--- src/rtl/tdm_demux4_if.sv ---
// Serial-link and word-output bundle for the 4-channel TDM receiver.
// The link side drives din/din_valid/frame_sync; the receiver drives the rest.
interface tdm_demux4_if #(
  parameter int WORD_W = 8
);
  logic              din;
  logic              din_valid;
  logic              frame_sync;
  logic [WORD_W-1:0] ch0;
  logic [WORD_W-1:0] ch1;
  logic [WORD_W-1:0] ch2;
  logic [WORD_W-1:0] ch3;
  logic              word_valid;
  logic              sync_err;
  logic              locked;
  logic [1:0]        slot;

  modport master (
    output din, din_valid, frame_sync,
    input  ch0, ch1, ch2, ch3, word_valid, sync_err, locked, slot
  );

  modport slave (
    input  din, din_valid, frame_sync,
    output ch0, ch1, ch2, ch3, word_valid, sync_err, locked, slot
  );
endinterface

--- src/rtl/tdm_demux4.sv ---
// 4-channel TDM demultiplexer: assembles MSB-first words per slot, with frame-sync hunt/lock.
//   state  | meaning
//   HUNT   | discarding bits until a frame_sync marks slot 0
//   LOCKED | aligned; each valid bit goes to the shift register of the current slot
module tdm_demux4 #(
  parameter int WORD_W = 8
) (
  input  logic         clk,
  input  logic         reset,
  tdm_demux4_if.slave  bus
);
  localparam int CW = $clog2(WORD_W);

  typedef enum logic {HUNT, LOCKED} state_e;

  state_e            state_q, state_d;
  logic [WORD_W-1:0] sh_q [4];
  logic [WORD_W-1:0] sh_d [4];
  logic [WORD_W-1:0] ch_q [4];
  logic [WORD_W-1:0] ch_d [4];
  logic [CW-1:0]     bit_cnt_q, bit_cnt_d;
  logic [1:0]        slot_q, slot_d;
  logic              word_valid_q, word_valid_d;
  logic              sync_err_q, sync_err_d;
  logic [WORD_W-1:0] shifted;

  always_comb begin
    state_d      = state_q;
    sh_d         = sh_q;
    ch_d         = ch_q;
    bit_cnt_d    = bit_cnt_q;
    slot_d       = slot_q;
    word_valid_d = 1'b0;
    sync_err_d   = 1'b0;
    shifted      = {sh_q[slot_q][WORD_W-2:0], bus.din};
    if (bus.din_valid) begin
      case (state_q)
        HUNT: begin
          if (bus.frame_sync) begin
            sh_d[0]   = {sh_q[0][WORD_W-2:0], bus.din};
            bit_cnt_d = '0;
            slot_d    = 2'd1;
            state_d   = LOCKED;
          end
        end
        LOCKED: begin
          if (bus.frame_sync && slot_q != 2'd0) begin
            // Early sync restarts the frame on this bit; the partial word is lost.
            sync_err_d = 1'b1;
            for (int k = 0; k < 4; k++) sh_d[k] = '0;
            sh_d[0]   = {{(WORD_W-1){1'b0}}, bus.din};
            bit_cnt_d = '0;
            slot_d    = 2'd1;
          end else if (!bus.frame_sync && slot_q == 2'd0) begin
            sync_err_d = 1'b1;
            for (int k = 0; k < 4; k++) sh_d[k] = '0;
            bit_cnt_d = '0;
            state_d   = HUNT;
          end else begin
            sh_d[slot_q] = shifted;
            slot_d       = slot_q + 2'd1;
            if (slot_q == 2'd3) begin
              if (bit_cnt_q == CW'(WORD_W-1)) begin
                ch_d[0]      = sh_q[0];
                ch_d[1]      = sh_q[1];
                ch_d[2]      = sh_q[2];
                ch_d[3]      = shifted;
                word_valid_d = 1'b1;
                bit_cnt_d    = '0;
              end else begin
                bit_cnt_d = bit_cnt_q + 1'b1;
              end
            end
          end
        end
        default: state_d = HUNT;
      endcase
    end
  end

  always_ff @(posedge clk) begin
    if (reset) begin
      state_q      <= HUNT;
      sh_q         <= '{default: '0};
      ch_q         <= '{default: '0};
      bit_cnt_q    <= '0;
      slot_q       <= 2'd0;
      word_valid_q <= 1'b0;
      sync_err_q   <= 1'b0;
    end else begin
      state_q      <= state_d;
      sh_q         <= sh_d;
      ch_q         <= ch_d;
      bit_cnt_q    <= bit_cnt_d;
      slot_q       <= slot_d;
      word_valid_q <= word_valid_d;
      sync_err_q   <= sync_err_d;
    end
  end

  assign bus.ch0        = ch_q[0];
  assign bus.ch1        = ch_q[1];
  assign bus.ch2        = ch_q[2];
  assign bus.ch3        = ch_q[3];
  assign bus.word_valid = word_valid_q;
  assign bus.sync_err   = sync_err_q;
  assign bus.locked     = (state_q == LOCKED);
  assign bus.slot       = slot_q;
endmodule

--- src/flat_wrapper.sv ---
// flat-port wrapper written by rule: the top's interface ports become plain ports
module tdm_demux4_flat 
#(
  parameter int WORD_W = 8
)
  (clk, reset, bus_din, bus_din_valid, bus_frame_sync, bus_ch0, bus_ch1, bus_ch2, bus_ch3, bus_word_valid, bus_sync_err, bus_locked, bus_slot);
  tdm_demux4_if #(.WORD_W(WORD_W)) bus_i ();
  input  logic clk;
  input  logic reset;
  input wire logic [$bits(bus_i.din)-1:0] bus_din;
  input wire logic [$bits(bus_i.din_valid)-1:0] bus_din_valid;
  input wire logic [$bits(bus_i.frame_sync)-1:0] bus_frame_sync;
  output wire logic [$bits(bus_i.ch0)-1:0] bus_ch0;
  output wire logic [$bits(bus_i.ch1)-1:0] bus_ch1;
  output wire logic [$bits(bus_i.ch2)-1:0] bus_ch2;
  output wire logic [$bits(bus_i.ch3)-1:0] bus_ch3;
  output wire logic [$bits(bus_i.word_valid)-1:0] bus_word_valid;
  output wire logic [$bits(bus_i.sync_err)-1:0] bus_sync_err;
  output wire logic [$bits(bus_i.locked)-1:0] bus_locked;
  output wire logic [$bits(bus_i.slot)-1:0] bus_slot;
  assign bus_i.din = bus_din;
  assign bus_i.din_valid = bus_din_valid;
  assign bus_i.frame_sync = bus_frame_sync;
  assign bus_ch0 = bus_i.ch0;
  assign bus_ch1 = bus_i.ch1;
  assign bus_ch2 = bus_i.ch2;
  assign bus_ch3 = bus_i.ch3;
  assign bus_word_valid = bus_i.word_valid;
  assign bus_sync_err = bus_i.sync_err;
  assign bus_locked = bus_i.locked;
  assign bus_slot = bus_i.slot;
  tdm_demux4 #(.WORD_W(WORD_W)) u_core (.clk(clk), .reset(reset), .bus(bus_i));
endmodule
--- config.mk ---
export PLATFORM = sky130hd
export DESIGN_NAME = tdm_demux4_flat
export DESIGN_NICKNAME = d
export VERILOG_FILES = /design/src/rtl/tdm_demux4_if.sv /design/src/rtl/tdm_demux4.sv /design/src/flat_wrapper.sv
export SDC_FILE = /design/constraint.sdc
export NUM_CORES = 1
export LEC_CHECK = 0
export ABC_AREA = 1
export CAP_MARGIN = 20
export CORE_ASPECT_RATIO = 0.5
export CORE_MARGIN = 2
export CORE_UTILIZATION = 46
export DETAILED_ROUTE_END_ITERATION = 6
export PLACE_DENSITY = 0.7
export SYNTH_ARGS = -nofsm -noshare
export SYNTH_HDL_FRONTEND = slang
export SYNTH_SLANG_ARGS = --single-unit
export TNS_END_PERCENT = 5
--- constraint.sdc ---
create_clock -name clk -period 2.85 [get_ports clk]
set_input_delay 0.4275 -clock clk [delete_from_list [all_inputs] [get_ports clk]]
set_output_delay 0.4275 -clock clk [all_outputs]
set_load 0.05 [all_outputs]
# After elaboration in Yosys (flattened, before gate mapping)
# Cells that the tools add are included.
# classes
addsub,2
order_cmp,2
eq_ne,5
n_mux,27
bitwise_logic,6
n_reduce_logical,13
# op_table
operator,count
$mux 32,2
$bwmux 32,1
$bmux 8 s2,1
$demux 8 s2,1
$mux 8,2
$pmux 8 s2,1
$mux 3,5
$mux 7,2
$mux 1,6
$mux 2,3
$pmux 3 s2,1
$reduce_and 3->1,2
$reduce_and 6->1,1
$reduce_or 6->1,1
$not 1->1,5
$ne 4x4->1 const B,1
$pmux 2 s2,1
$reduce_and 2->1,2
$add 3x1->3 const B,1
$eq 3x3->1 const B,1
$ge 3x3->1 const B,1
$logic_and 1x1->1,3
$lt 3x1->1 const B,1
$ne 3x3->1 const B,1
other kinds (9),9
# word_totals
regBits,72
out_inout_bits,37
wordCells,68

# Longest topological paths before layout
# logic_depth
ltp_word,9
mapped_depth,13
ltp_nobuf,10

# Worst setup path after synthesis
# Ideal clock, no wire load.
# synth_timing
kind,flip-flop to flip-flop
start,register u_core.slot_q[1] (netlist: u_core.bus.slot[1])
end,register u_core.ch_q (netlist bit u_core.bus.ch3[5])
setup_ns,0.118
arrival_time_ns,2.286
t_required_ns,2.732
path_slack_ns,0.447
path_stages_with_launch,11
cell_sequence,dfxtp_1 buf_2 clkinv_1 ha_1 ha_1 nand3_2 nor2_4 inv_2 buf_6 nor2_1 nor2_1
# synth_via
elab_chain_cells,4
word_cells_on_any_way,12
classes_between,1 x eq/ne; 3 x mux; 3 x bitwise; 5 x reduce/logical
# synth_rtl
item,line_no,rtl
start: declaration,tdm_demux4.sv:22,"logic [1:0] slot_q, slot_d;"
start signal: assignment,tdm_demux4.sv:95,slot_q <= slot_d;
"$not 2->3 (implied by the code), or another cell as far along",tdm_demux4.sv:35,"shifted = {sh_q[slot_q][WORD_W-2:0], bus.din};"
"$bmux 8 s2, or another cell as far along",tdm_demux4.sv:35,
$mux 7 (implied by the code) / $not 1->1 (equally long branches),--,
$mux 7 (implied by the code) / $reduce_and 6->1 (equally long branches),--,
end signal: assignment,tdm_demux4.sv:93,ch_q <= ch_d;
end: declaration,tdm_demux4.sv:19,logic [WORD_W-1:0] ch_q [4];
# Several ways; a longest one is shown, not always the timed one. The select of a mux whose other input is x is not followed.
# A chain may end at the register's enable or synchronous reset.

# Final worst setup path
# layout_timing
start,register u_core.slot_q[0] (netlist: u_core.bus.slot[0])
end,output port bus_slot[0]
# layout_lines
item,line_no,rtl
end: declaration,flat_wrapper.sv:20,output wire logic [$bits(bus_i.slot)-1:0] bus_slot;
# No word-level cell between the ends.

==> out/qor.yml <==
run_status:
  status: "finished, final reports clean"
sta:
  finalSetupTns_ns: 0
  fin_ws_ns: 0.6539
  maxSlewHeadroom: 0.6605
  tightest_slew_ns: 0.5059
  slew_viol_final: 0
  setup_viol: 0
  max_freq_mhz: 455.4
  holdWs_ns: 0.4616
  min_period_ns: 2.196
  hold_violations: 0
  finalCritPeriodShare: 0.7705
  finalClockSkew_ns: 0.005012
  rsz0062_at_grt: "false"
final_layout:
  most-common-layout-cells: "115 x nand2_1, 71 x dfxtp_1, 46 x nor2_1"
  seq_area_sq_mm: 0.001421
  multi_input_area_sq_mm: 0.001495
  fill_cells: 626
  n_antenna_cell: 0
  stdcell_area_sq_mm: 0.003984
  nets: 486
  drive_gt1_frac: 0.1282
  final_common_cell: "nand2_1"
  synthToLayoutAreaGrowth_pct: 24.52
clocking:
  cts_setup_buffers: 0
  htree_levels: 3
  cts_tree: "built"
  hold_buffers: 0
  cts_buffers: 9
  clk_latency_ns: 0.33
  cts_sinks: 71
  cts_resized: 0
  cts.path.max_buffers: 2
  clockRootBuffer: "clkbuf_16"
  cts.clk_slew.worst_paths_ns: 0.06
min_path:
  hp-class: "reg -> reg"
route:
  wl_per_cell_microns: 13.77
  drcViolationCount: 0
  wirelength_microns: 7820
  dr_total_vias: 2838
  avgViaCountPerCell: 4.996
  drt_iter0_markers: 242
  antenna_left: 0
  dr.pass1.iters: 4
critical_path:
  r2r-end: "u_core.sh_q[3]"
  cp_max_fo: 18
  cp_slowest_cell: "clkdlybuf4s50_1"
  crit_chain: "buf_4 > clkdlybuf4s50_1"
  critPathKind: "reg -> out"
  arrival_ns: 1.77
  crit_required_ns: 2.42
  startpoint: "u_core.bus.slot[0]"
  r2r_slack_ns: 0.76
  max_stage_delay_ns: 0.85
  cp-endpoint: "bus_slot[0]"
  r2r-start: "u_core.bus.slot[0]"
  startpoint_type: "register"
  end_kind: "output pin"
  rr_worst_depth: 9
global_route:
  grtUsageMet2: 0.3066
  track_usage: 0.2178
  busiest_layer: "met1"
  grt_overflow: 0
  grt_max_degree: 36
  globalRouteMet1Util: 0.3166
  first_global_vias: 2513
  grt_pass1_wl_microns: 12720
  met3_usage: 0.06478
  antenna_found_initial: 0
floorplan:
  start_util: 0.4775
  die_x_microns: 121.9
  rows: 21
  coreArea_sq_mm: 0.006700
  die_h_microns: 62.97
  io_pins: 42
  die-area_sq_mm: 0.007679
logic_synthesis:
  ys_types: 26
  postSynthCellCount: 430
  yosys-top-cells-area: "dfxtp_1 44%, nand2_1 13%, a21oi_1 6.1%"
  synth-seq-area-share: 0.4443
  yosysTopAreaCellShare: 0.4443
  synth_area_sq_mm: 0.003199
  syn_avg_cell_area_sq_um: 7.440
  synth_nets: 445
  ys_seq_elements: 71
  yosysTopAreaCell: "dfxtp_1"
  yosysWarnings: 0
power_and_ir_drop:
  p_int_mw: 1.871
  p_leak_nw: 1.582
  sequentialPowerShare: 0.409
  ir_drop_uv: 300.3
  clkPwrFrac: 0.486
  p_total_mw: 2.479
  pwr-share-comb: 0.105
  power.switching_uw: 608.9
  swShare: 0.2456
  p_per_area_mw_per_mm2: 622.4
placed_design:
  preCtsSetupSlack_ns: 0.5152
  place.detailed.hpwl_microns: 5309
  io_buffers: 41
  placed_area_sq_mm: 0.003660
  finalWeightedCongestion: 0.8944
run:
  cap_violations: 0
-- through the flow --
| stage | cells | utilization |
|---|---|---|
| after global routing | 568 | 0.5946 |
| after CTS | 568 | 0.5946 |
| after global placement | 552 | 0.5462 |
| after detailed placement | 552 | 0.5462 |
| after floorplan | 430 | - |
| final | 568 | 0.5946 |
-- Yosys cell counts --
library cell and instances:
nor2_2 1, inv_1 37, o21ai_1 19, nor2_1 46, buf_6 4, nand4_1 3
nor3_4 1, o21ai_2 2, dfxtp_1 71, ha_1 10, o21ai_0 16, a21oi_2 18
clkinv_1 1, inv_2 4, nor3_1 3, nand2_2 7, a21oi_1 39, nor2_4 3
nand3_1 13, nand3_2 1, nand2_1 115, buf_4 5, clkbuf_2 1, buf_2 3
clkbuf_1 6, nand2_4 1
-- layout make-up --
class	instances	share of cell area
Clock buffer	11	0.06093
Multi-Input combinational cell	298	0.3753
Sequential cell	71	0.3568
Clock inverter	5	0.02041
Inverter	42	0.03957
Tap cell	92	0.02889
Timing Repair Buffer	49	0.1181
-- power by group through the flow --
stage          Clock (mW)  Sequential [mW]  Combinational [mW]
2_1_floorplan           0             1.05               0.172
3_3_place_gp            0             1.04               0.257
3_5_place_dp            0             1.04               0.258
4_1_cts              1.22             1.01               0.260
5_1_grt              1.27             1.02               0.291
6_report             1.20             1.01               0.261
-- flip-flops by register name, summed over array words and instances, names as in the netlist --
register               flops
u_core.bus.locked          1
u_core.bus.ch2             8
u_core.bus.ch3             8
u_core.bus.sync_err        1
u_core.bus.ch1             8
u_core.bus.slot            2
u_core.sh_q               31
u_core.bus.word_valid      1
u_core.bus.ch0             8
u_core.bit_cnt_q           3
-- routing by layer --
metal,part of all wire,up-vias
li1,-,1447
met1,0.51,1300
met2,0.41,75
met3,0.064,16
met4,0.015,0
met5,0,-
-- cell families (layout without fill, tap and decap cells) --
family | Yosys count | in the layout | share of synthesized area
AO/OA/AOI/OAI | 94 | 94 | 0.1705
adder cells (fa/ha/maj) | 10 | 10 | 0.03911
AND/OR/NAND/NOR | 194 | 194 | 0.2577
buffers and inverters | 61 | 107 | 0.08838
flip-flops | 71 | 71 | 0.4443
-- worst max-delay path, delay by kind of cell, from the launching register on --
| family | cells | cell delay (ns) |
|---|---|---|
| buf+inv | 2 | 1.10 |
| flops | 1 | 0.34 |
-- worst min-delay path by stage --
stage | start | to | slack, ns | depth (start not counted)
2_1_floorplan | u_core.sh_q[31] | u_core.bus.ch0[7] | 0.43 | 2
3_5_place_dp | u_core.sh_q[16] | u_core.sh_q[16] | 0.45 | 2
6_report | u_core.sh_q[31] | u_core.bus.ch0[7] | 0.46 | 2
3_3_place_gp | u_core.sh_q[31] | u_core.bus.ch0[7] | 0.45 | 2
4_1_cts | u_core.sh_q[16] | u_core.sh_q[16] | 0.46 | 2
5_1_grt | u_core.sh_q[14] | u_core.sh_q[14] | 0.48 | 2
Power figures use the tool's default switching activity.
